--- config.mk ---
export PLATFORM = sky130hd
export DESIGN_NAME = alu_req_arbiter
export DESIGN_NICKNAME = d
export VERILOG_FILES = /design/src/rtl/alu_req_arbiter.sv
export SDC_FILE = /design/constraint.sdc
export NUM_CORES = 1
export LEC_CHECK = 0
export CAP_MARGIN = 20
export CORE_MARGIN = 2
export CORE_UTILIZATION = 40
export CTS_CLUSTER_SIZE = 20
export DETAILED_ROUTE_END_ITERATION = 7
export GPL_TIMING_DRIVEN = 1
export HOLD_SLACK_MARGIN = 0.02
export PLACE_DENSITY_LB_ADDON = 0.08
export REMOVE_ABC_BUFFERS = 1
export SETUP_SLACK_MARGIN = 0.5
export SLEW_MARGIN = 20
export SYNTH_ARGS = -nofsm -noshare
export SYNTH_HDL_FRONTEND = slang
export SYNTH_SLANG_ARGS = --single-unit
--- constraint.sdc ---
create_clock -name clk -period 2.1 [get_ports clk]
set_input_delay 0.525 -clock clk [delete_from_list [all_inputs] [get_ports clk]]
set_output_delay 0.525 -clock clk [all_outputs]
set_load 0.03 [all_outputs]
--- src/rtl/alu_req_arbiter.sv ---
// -----------------------------------------------------------------------------
// alu_req_arbiter
//   Shares one combinational 16-bit ALU between two requesters using
//   round-robin arbitration. Only one operation is in flight at a time. The
//   winning operands and op code are registered and drive the ALU input bus.
//   The block waits the op latency, then captures the result into a response
//   that is held under a valid/ready handshake.
//
//   Ports
//     clk, reset            rising-edge clock; asynchronous active-low reset
//     reqN_valid/ready      N=0,1 request handshake (ready is high only in IDLE)
//     reqN_a, reqN_b        N=0,1 signed operands
//     reqN_ctrl             N=0,1 ALU op code
//     alu_in1/in2/ctrl      registered operands and op code sent to the ALU
//     alu_out/r0/ovf        ALU result, high half or remainder, overflow flag
//     rsp_valid/ready       response handshake
//     rsp_id/out/r0/ovf/err captured response fields
//     busy                  high whenever the FSM is not in IDLE
//
//   Build option
//     ALU_ARB_DIVZERO_CHK_EN : a divide with b==0 is not sent to the ALU. It
//                              returns out=all ones, r0=a, err=1.
// -----------------------------------------------------------------------------
module alu_req_arbiter #(
  parameter int WIDTH  = 16,
  parameter int MD_LAT = 2
) (
  input  logic             clk,
  input  logic             reset,
  input  logic             req0_valid,
  output logic             req0_ready,
  input  logic [WIDTH-1:0] req0_a,
  input  logic [WIDTH-1:0] req0_b,
  input  logic [3:0]       req0_ctrl,
  input  logic             req1_valid,
  output logic             req1_ready,
  input  logic [WIDTH-1:0] req1_a,
  input  logic [WIDTH-1:0] req1_b,
  input  logic [3:0]       req1_ctrl,
  output logic [WIDTH-1:0] alu_in1,
  output logic [WIDTH-1:0] alu_in2,
  output logic [3:0]       alu_ctrl,
  input  logic [WIDTH-1:0] alu_out,
  input  logic [WIDTH-1:0] alu_r0,
  input  logic             alu_ovf,
  output logic             rsp_valid,
  input  logic             rsp_ready,
  output logic             rsp_id,
  output logic [WIDTH-1:0] rsp_out,
  output logic [WIDTH-1:0] rsp_r0,
  output logic             rsp_ovf,
  output logic             rsp_err,
  output logic             busy
);

  typedef enum logic [1:0] {
    S_IDLE  = 2'd0,
    S_ISSUE = 2'd1,
    S_WAIT  = 2'd2,
    S_RESP  = 2'd3
  } state_t;

  localparam int CNT_W = (MD_LAT < 1) ? 1 : $clog2(MD_LAT + 1);

  localparam logic [3:0] OP_MUL = 4'h4;
  localparam logic [3:0] OP_DIV = 4'h8;

  function automatic logic is_legal(input logic [3:0] op);
    case (op)
      4'h1, 4'h2, 4'h4, 4'h8, 4'hC, 4'hE, 4'hF: return 1'b1;
      default:                                  return 1'b0;
    endcase
  endfunction

  state_t             state_q, state_d;
  logic               rr_q, rr_d;          // 0: req0 wins a tie, 1: req1 wins
  logic [WIDTH-1:0]   a_q, a_d;
  logic [WIDTH-1:0]   b_q, b_d;
  logic [3:0]         ctrl_q, ctrl_d;
  logic               id_q, id_d;
  logic               bypass_q, bypass_d;  // op is answered locally, never issued
  logic [CNT_W-1:0]   cnt_q, cnt_d;
  logic [WIDTH-1:0]   out_q, out_d;
  logic [WIDTH-1:0]   r0_q, r0_d;
  logic               ovf_q, ovf_d;
  logic               err_q, err_d;

  // Arbitration and selection of the winning request.
  logic             grant0, grant1;
  logic [WIDTH-1:0] sel_a, sel_b;
  logic [3:0]       sel_ctrl;
  logic             sel_bypass, sel_md;

  always_comb begin
    grant0 = req0_valid && (!req1_valid || !rr_q);
    grant1 = req1_valid && !grant0;

    // The reset term keeps ready low while reset is asserted, even though the
    // FSM already sits in IDLE during reset.
    req0_ready = reset && (state_q == S_IDLE) && grant0;
    req1_ready = reset && (state_q == S_IDLE) && grant1;

    sel_a    = grant1 ? req1_a    : req0_a;
    sel_b    = grant1 ? req1_b    : req0_b;
    sel_ctrl = grant1 ? req1_ctrl : req0_ctrl;

`ifdef ALU_ARB_DIVZERO_CHK_EN
    sel_bypass = !is_legal(sel_ctrl) || ((sel_ctrl == OP_DIV) && (sel_b == '0));
`else
    sel_bypass = !is_legal(sel_ctrl);
`endif
    sel_md = !sel_bypass && ((sel_ctrl == OP_MUL) || (sel_ctrl == OP_DIV));
  end

  // Next-state and datapath logic.
  logic capture;

  always_comb begin
    // NOTE: every variable gets a default first, so no path can infer a latch.
    state_d  = state_q;
    rr_d     = rr_q;
    a_d      = a_q;
    b_d      = b_q;
    ctrl_d   = ctrl_q;
    id_d     = id_q;
    bypass_d = bypass_q;
    cnt_d    = cnt_q;
    out_d    = out_q;
    r0_d     = r0_q;
    ovf_d    = ovf_q;
    err_d    = err_q;
    capture  = 1'b0;

    case (state_q)
      S_IDLE: begin
        if (req0_ready || req1_ready) begin
          a_d      = sel_a;
          b_d      = sel_b;
          ctrl_d   = sel_ctrl;
          id_d     = grant1;
          bypass_d = sel_bypass;
          cnt_d    = sel_md ? CNT_W'(MD_LAT) : '0;
          state_d  = S_ISSUE;
        end
      end
      S_ISSUE: begin
        if (cnt_q == '0) begin
          capture = 1'b1;
          state_d = S_RESP;
        end else begin
          state_d = S_WAIT;
        end
      end
      S_WAIT: begin
        // Capture happens in the same cycle the count reaches zero. The ALU
        // therefore sees the op for MD_LAT+1 cycles in total.
        cnt_d = cnt_q - CNT_W'(1);
        if (cnt_d == '0) begin
          capture = 1'b1;
          state_d = S_RESP;
        end
      end
      S_RESP: begin
        if (rsp_ready) begin
          rr_d    = !id_q;
          state_d = S_IDLE;
        end
      end
      default: state_d = S_IDLE;
    endcase

    if (capture) begin
      if (bypass_q) begin
        out_d = '0;
        r0_d  = '0;
        ovf_d = 1'b0;
        err_d = 1'b1;
`ifdef ALU_ARB_DIVZERO_CHK_EN
        // Illegal codes are never OP_DIV, so a bypassed divide is a divide by zero.
        if (ctrl_q == OP_DIV) begin
          out_d = '1;
          r0_d  = a_q;
        end
`endif
      end else begin
        out_d = alu_out;
        r0_d  = alu_r0;
        ovf_d = alu_ovf;
        err_d = 1'b0;
      end
    end
  end

  always_ff @(posedge clk or negedge reset) begin
    if (!reset) begin
      state_q  <= S_IDLE;
      rr_q     <= 1'b0;
      a_q      <= '0;
      b_q      <= '0;
      ctrl_q   <= 4'h0;
      id_q     <= 1'b0;
      bypass_q <= 1'b0;
      cnt_q    <= '0;
      out_q    <= '0;
      r0_q     <= '0;
      ovf_q    <= 1'b0;
      err_q    <= 1'b0;
    end else begin
      // NOTE: non-blocking assignments make every flop sample the pre-edge
      // values, independent of statement order.
      state_q  <= state_d;
      rr_q     <= rr_d;
      a_q      <= a_d;
      b_q      <= b_d;
      ctrl_q   <= ctrl_d;
      id_q     <= id_d;
      bypass_q <= bypass_d;
      cnt_q    <= cnt_d;
      out_q    <= out_d;
      r0_q     <= r0_d;
      ovf_q    <= ovf_d;
      err_q    <= err_d;
    end
  end

  // The ALU sees a real op code only while an issued op is in flight. At all
  // other times it receives 0 and holds its state; the operands simply keep
  // their last values.
  assign alu_in1   = a_q;
  assign alu_in2   = b_q;
  assign alu_ctrl  = (((state_q == S_ISSUE) || (state_q == S_WAIT)) && !bypass_q) ? ctrl_q : 4'h0;

  assign rsp_valid = (state_q == S_RESP);
  assign rsp_id    = id_q;
  assign rsp_out   = out_q;
  assign rsp_r0    = r0_q;
  assign rsp_ovf   = ovf_q;
  assign rsp_err   = err_q;
  assign busy      = (state_q != S_IDLE);

endmodule
# Word level (Yosys, flattened, before mapping)
# Cells that the tools add are included.
[classes]
addsub = 1
n_eq_ne = 13
mux = 20
reduce_logical = 27
[op_table]
columns = ["operator", "count"]
rows = [
  ["$mux W16", 4],
  ["$eq A4 B4 Y1 const B", 4],
  ["$mux W2", 5],
  ["$mux W4", 2],
  ["$pmux W2 S4", 1],
  ["$logic_and A1 B1 Y1", 7],
  ["$reduce_or A7 Y1", 1],
  ["$logic_not A1 Y1", 6],
  ["$logic_not A2 Y1", 3],
  ["$mux W1", 6],
  ["$reduce_and A2 Y1", 3],
  ["$eq A2 B2 Y1 const B", 2],
  ["$eq A4 B1 Y1 const B", 1],
  ["$eq A4 B2 Y1 const B", 1],
  ["$eq A4 B3 Y1 const B", 1],
  ["$logic_or A1 B1 Y1", 4],
  ["$ne A2 B1 Y1 const B", 2],
  ["$pmux W2 S2", 1],
  ["$reduce_bool A2 Y1", 2],
  ["$reduce_and A3 Y1", 1],
  ["$eq A2 B1 Y1 const B", 1],
  ["$ne A2 B2 Y1 const B", 1],
  ["$pmux W1 S2", 1],
  ["$sub A2 B1 Y2 const B", 1],
]
[totals]
reg_bits = 77
inputBits = 110
output_inout_bits = 75
elab_cells = 73

# Longest topological paths before layout
[logic_depth]
word_depth = 13
ltp_mapped = 7
ltp_nobuf = 6

# Worst setup path before layout
# Ideal clock, no wire load.
[synth_timing]
path_type = "reg-to-output"
startpoint = "reg state_q[0]"
endpoint = "out req1_ready"
t_arrival_ns = 1.285
t_required_ns = 1.575
slack_ns = 0.290
stages_incl_launch_ff = 5
path_buffers = 0
cell_sequence = "dfrtp_1 > inv_1 > ha_1 > nand2_1 > nor2_1"
[synth_between]
elab_chain_cells = 3
[synth_rtl]
columns = ["item", "line_no", "text"]
rows = [
  ["start, declared", "75", "state_t state_q, state_d;"],
  ["start signal, assigned", "211", "state_q <= state_d;"],
  ["$logic_not A2 Y1", "101", "req1_ready = reset && (state_q == S_IDLE) && grant1;"],
  ["$logic_and A1 B1 Y1 (2 in a row)", "101", ""],
  ["end, declared", "36", "output logic req1_ready,"],
]
# Every way passes these cells.

# Worst setup path in the final report
# Same ends and word-level chain as after synthesis.

==> run_results.csv <==
group,metric,value,unit
run_status,status,"complete, but fails checks",
run_status,violations,"negative setup slack",
route,detail_route.vias_per_cell,5.164,
sta,maxSlewHeadroom,67.32,%
yosys,ys_seq_area_share,55.14,%
placed_design,place_inst,598,
yosys,yosys.area_share.simple,7.734,%
yosys,synth_compound_area_share,17.69,%
sta,hold_viol,0,
worst_setup_path,critPathBufInv,5,
worst_setup_path,path_common_cell,"buf_6",
sta,max_freq,473.7,MHz
worst_setup_path,path_cells,"inv_2 -> ha_4 -> buf_6 -> nand2_4 -> buf_6 -> buf_6 -> nor2_4 -> buf_6",
worst_setup_path,cp_slowest_cell,"dfrtp_1",
sta,fin_crit_sh,100.5,%
worst_setup_path,start_kind,"flop",
sta,setup_viol,4,
final_layout,area_growth,99.00,%
yosys,synthMuxAreaShare,10.92,%
final_layout,post-route-util,80.93,%
yosys,synth_cell_types,34,
final_layout,final_nets,676,
sta,drv_slew,0,
clock_network,clock-sinks,77,
final_layout,fin_cells,672,
clock_network,path_clk_slew,0.08,ns
sta,skew,0.006059,ns
clock_network,clock_latency,0.33,ns
yosys,synth_top_family_by_area,"compound AO/OA/AOI/OAI gates",
yosys,synthFlopType,"dfrtp_1",
final_layout,antenna_cells,0,
power,peakVddDrop,0.0006349,V
placed_design,place_congestion,0.8084,
floorplanning,core.rowCount,34,
sta,rsz0062_at_grt,"true",
grt,grt_usage,25.31,%
power,pwr-share-comb,60.0,%
placed_design,place_hpwl,6.786,mm
yosys,synth_cells,308,
power,p_leak,3.282,nW
grt,grt-ovfl-total,0,
sta,period_needed,2.111,ns
grt,grt_pass1_wl,19.11,mm
yosys,syn-cell-area,0.003495,sq mm
floorplanning,core_area,0.008593,sq mm
worst_hold_path,hp-class,"in2async",
sta,worstMarginPinSlew,0.4903,ns
worst_setup_path,critical_path_class,"reg2out",
floorplanning,initial_utilization,40.67,%
final_layout,finalInstanceArea,0.006954,sq mm
yosys,synthAdderAreaFrac,2.506,%
worst_setup_path,critPathCaptureType,"primary output",
clock_network,clk_path_buf_depth,2,
clock_network,cts_made_buffers,9,
sta,holdWs,0.2944,ns
placed_design,port_buffers,184,
sta,setup_tns,-0.02953,ns
route,ant_nets,0,
power,total_power,9.921,mW
power,p_sw,4.233,mW
final_layout,fillCellCount,503,
clock_network,cts_max_level,3,
run,drv_cap,0,
power,clockPowerShare,12.7,%
route,drtIter0Drc,85,
worst_setup_path,cp_max_fo,2,
power,switching_share,42.67,%
final_layout,drive_above_1_share,45.57,%
worst_setup_path,cp.required,1.57,ns
sta,layout_setup_ws,-0.01082,ns
worst_setup_path,critPathTopFamily,"buffers and inverters",
clock_network,cts_tree,"done",
yosys,ys_warn_count,0,
placed_design,place_area,0.005539,sq mm
clock_network,root_buffer,"clkbuf_8",
floorplanning,dieArea,0.009500,sq mm
yosys,synth.most_common_cell,"dfrtp_1",
yosys,synth_common_cells,"dfrtp_1 (77), nand2_1 (43), mux2i_1 (37)",
route,first_pass_iters,5,
placed_design,preCtsSetupSlack,0.001137,ns
power,internal_power,5.688,mW
yosys,synth_top_area_cell,"dfrtp_1",
route,vias,3470,
grt,grt_pass1_vias,3682,
floorplanning,fp.dieH,97.47,um
yosys,synth.top_cell.area_share,55.14,%
grt,grt_max_degree,38,
yosys,synthTopCellsByArea,"dfrtp_1 (55%), mux2i_1 (11%), a22o_1 (8.3%), o21ai_1 (5.2%), nand2_1 (4.6%)",
yosys,synth_edf_count,0,
route,wirelength,12.87,mm
power,seq_power_share,27.3,%
route,post_drt_wl_per_cell,19.15,um
power,power_density,1427,mW/mm^2
route,drc,0,
worst_setup_path,critPathArrivalTime,1.59,ns
floorplanning,ios,185,
floorplanning,die_w,97.47,um
yosys,async_flop_share,100.0,%
grt,antenna_found_initial,0,
yosys,synth_xor_area_share,0.5013,%
worst_setup_path,critPathMaxStageDelay,0.41,ns
yosys,ys_ff_latch,77,
yosys,avgSynthCellArea,11.35,sq um
state kept, by name, summed over array words and instances (netlist names):
signal,cells
cnt_q,2
bypass_q,1
alu_in1,16
rsp_r0,16
rsp_err,1
rr_q,1
rsp_id,1
rsp_ovf,1
alu_in2,16
state_q,2
rsp_out,16
ctrl_q,4
final cells by class:
class                      instances  area [sq um]  area share (%)
sequential                        77          1927           27.71
inverter                          12         47.55          0.6837
clock inverter                     5         83.83           1.205
timing repair buffer             260          2756           39.64
multi-input combinational        199          1863           26.79
tap                              108         135.1           1.943
clock buffer                      11         141.4           2.033
kinds of logic after synthesis:
family	after synthesis
xor+xnor	2
fa+ha+maj	7
compound gates	91
buf+inv	32
flops	77
simple gates	61
mux	38
layer usage:
| layer | wire length (um) | track usage, % | up-vias | share of wire, % |
|---|---|---|---|---|
| met4 | 281 | 8.761 | 0 | 2.2 |
| met2 | 6832 | 44.72 | 168 | 53 |
| met3 | 1052 | 7.842 | 27 | 8.2 |
| met1 | 4699 | 28.97 | 1670 | 37 |
| met5 | 0 | 0 | - | 0 |
| li1 | - | - | 1605 | - |
cell usage in the layout, fill, tap and decap left out, drive strengths merged, types with 4 or more instances in the layout:
master           n
clkdlybuf4s50  107
clkbuf          38
nor2             4
nand2           43
inv             12
clkdlybuf4s15   24
o21ai           42
buf             98
dfrtp           77
a21oi            4
and2             5
ha               7
a22o            33
mux2i           37
final timing paths:
kind / startpoint / end / slack (ns) / depth (start not counted)
max in group asynchronous: reset / alu_in1[15]$_DFFE_PN0P_ / 1.14 / 2
worst min register to register: alu_in1[10]$_DFFE_PN0P_ / alu_in1[10]$_DFFE_PN0P_ / 0.49 / 2
worst min-delay path: reset / rsp_r0[14]$_DFFE_PN0P_ / 0.29 / 2
min in group clk: alu_in1[10]$_DFFE_PN0P_ / alu_in1[10]$_DFFE_PN0P_ / 0.49 / 2
worst max register to register: state_q[0]$_DFFE_PN0P_ / rsp_out[1]$_DFFE_PN0P_ / 0 / 12
worst max-delay path: state_q[0]$_DFFE_PN0P_ / req1_ready / -0.01 / 8
timing repair:
item | 4_1_cts | 5_1_grt
resized for setup | 325 | 104
hold buffers | 2 | 0
pin swaps | 64 | 13
hold endpoints to repair | 6 | 0
cloned | 10 | 6
endpoints found under the setup margin | 144 | 118
setup buffers | 31 | 9
power by group through the flow:
| stage | sequential [mW] | combinational [mW] | clock (mW) |
|---|---|---|---|
| floorplan | 3.71 | 1.29 | 0 |
| global placement | 2.54 | 4.46 | 0 |
| detailed placement | 2.56 | 4.52 | 0 |
| CTS | 2.63 | 5.62 | 1.27 |
| global route | 2.80 | 6.24 | 1.34 |
| finish | 2.71 | 5.95 | 1.26 |
Power figures use the tool's default switching activity.
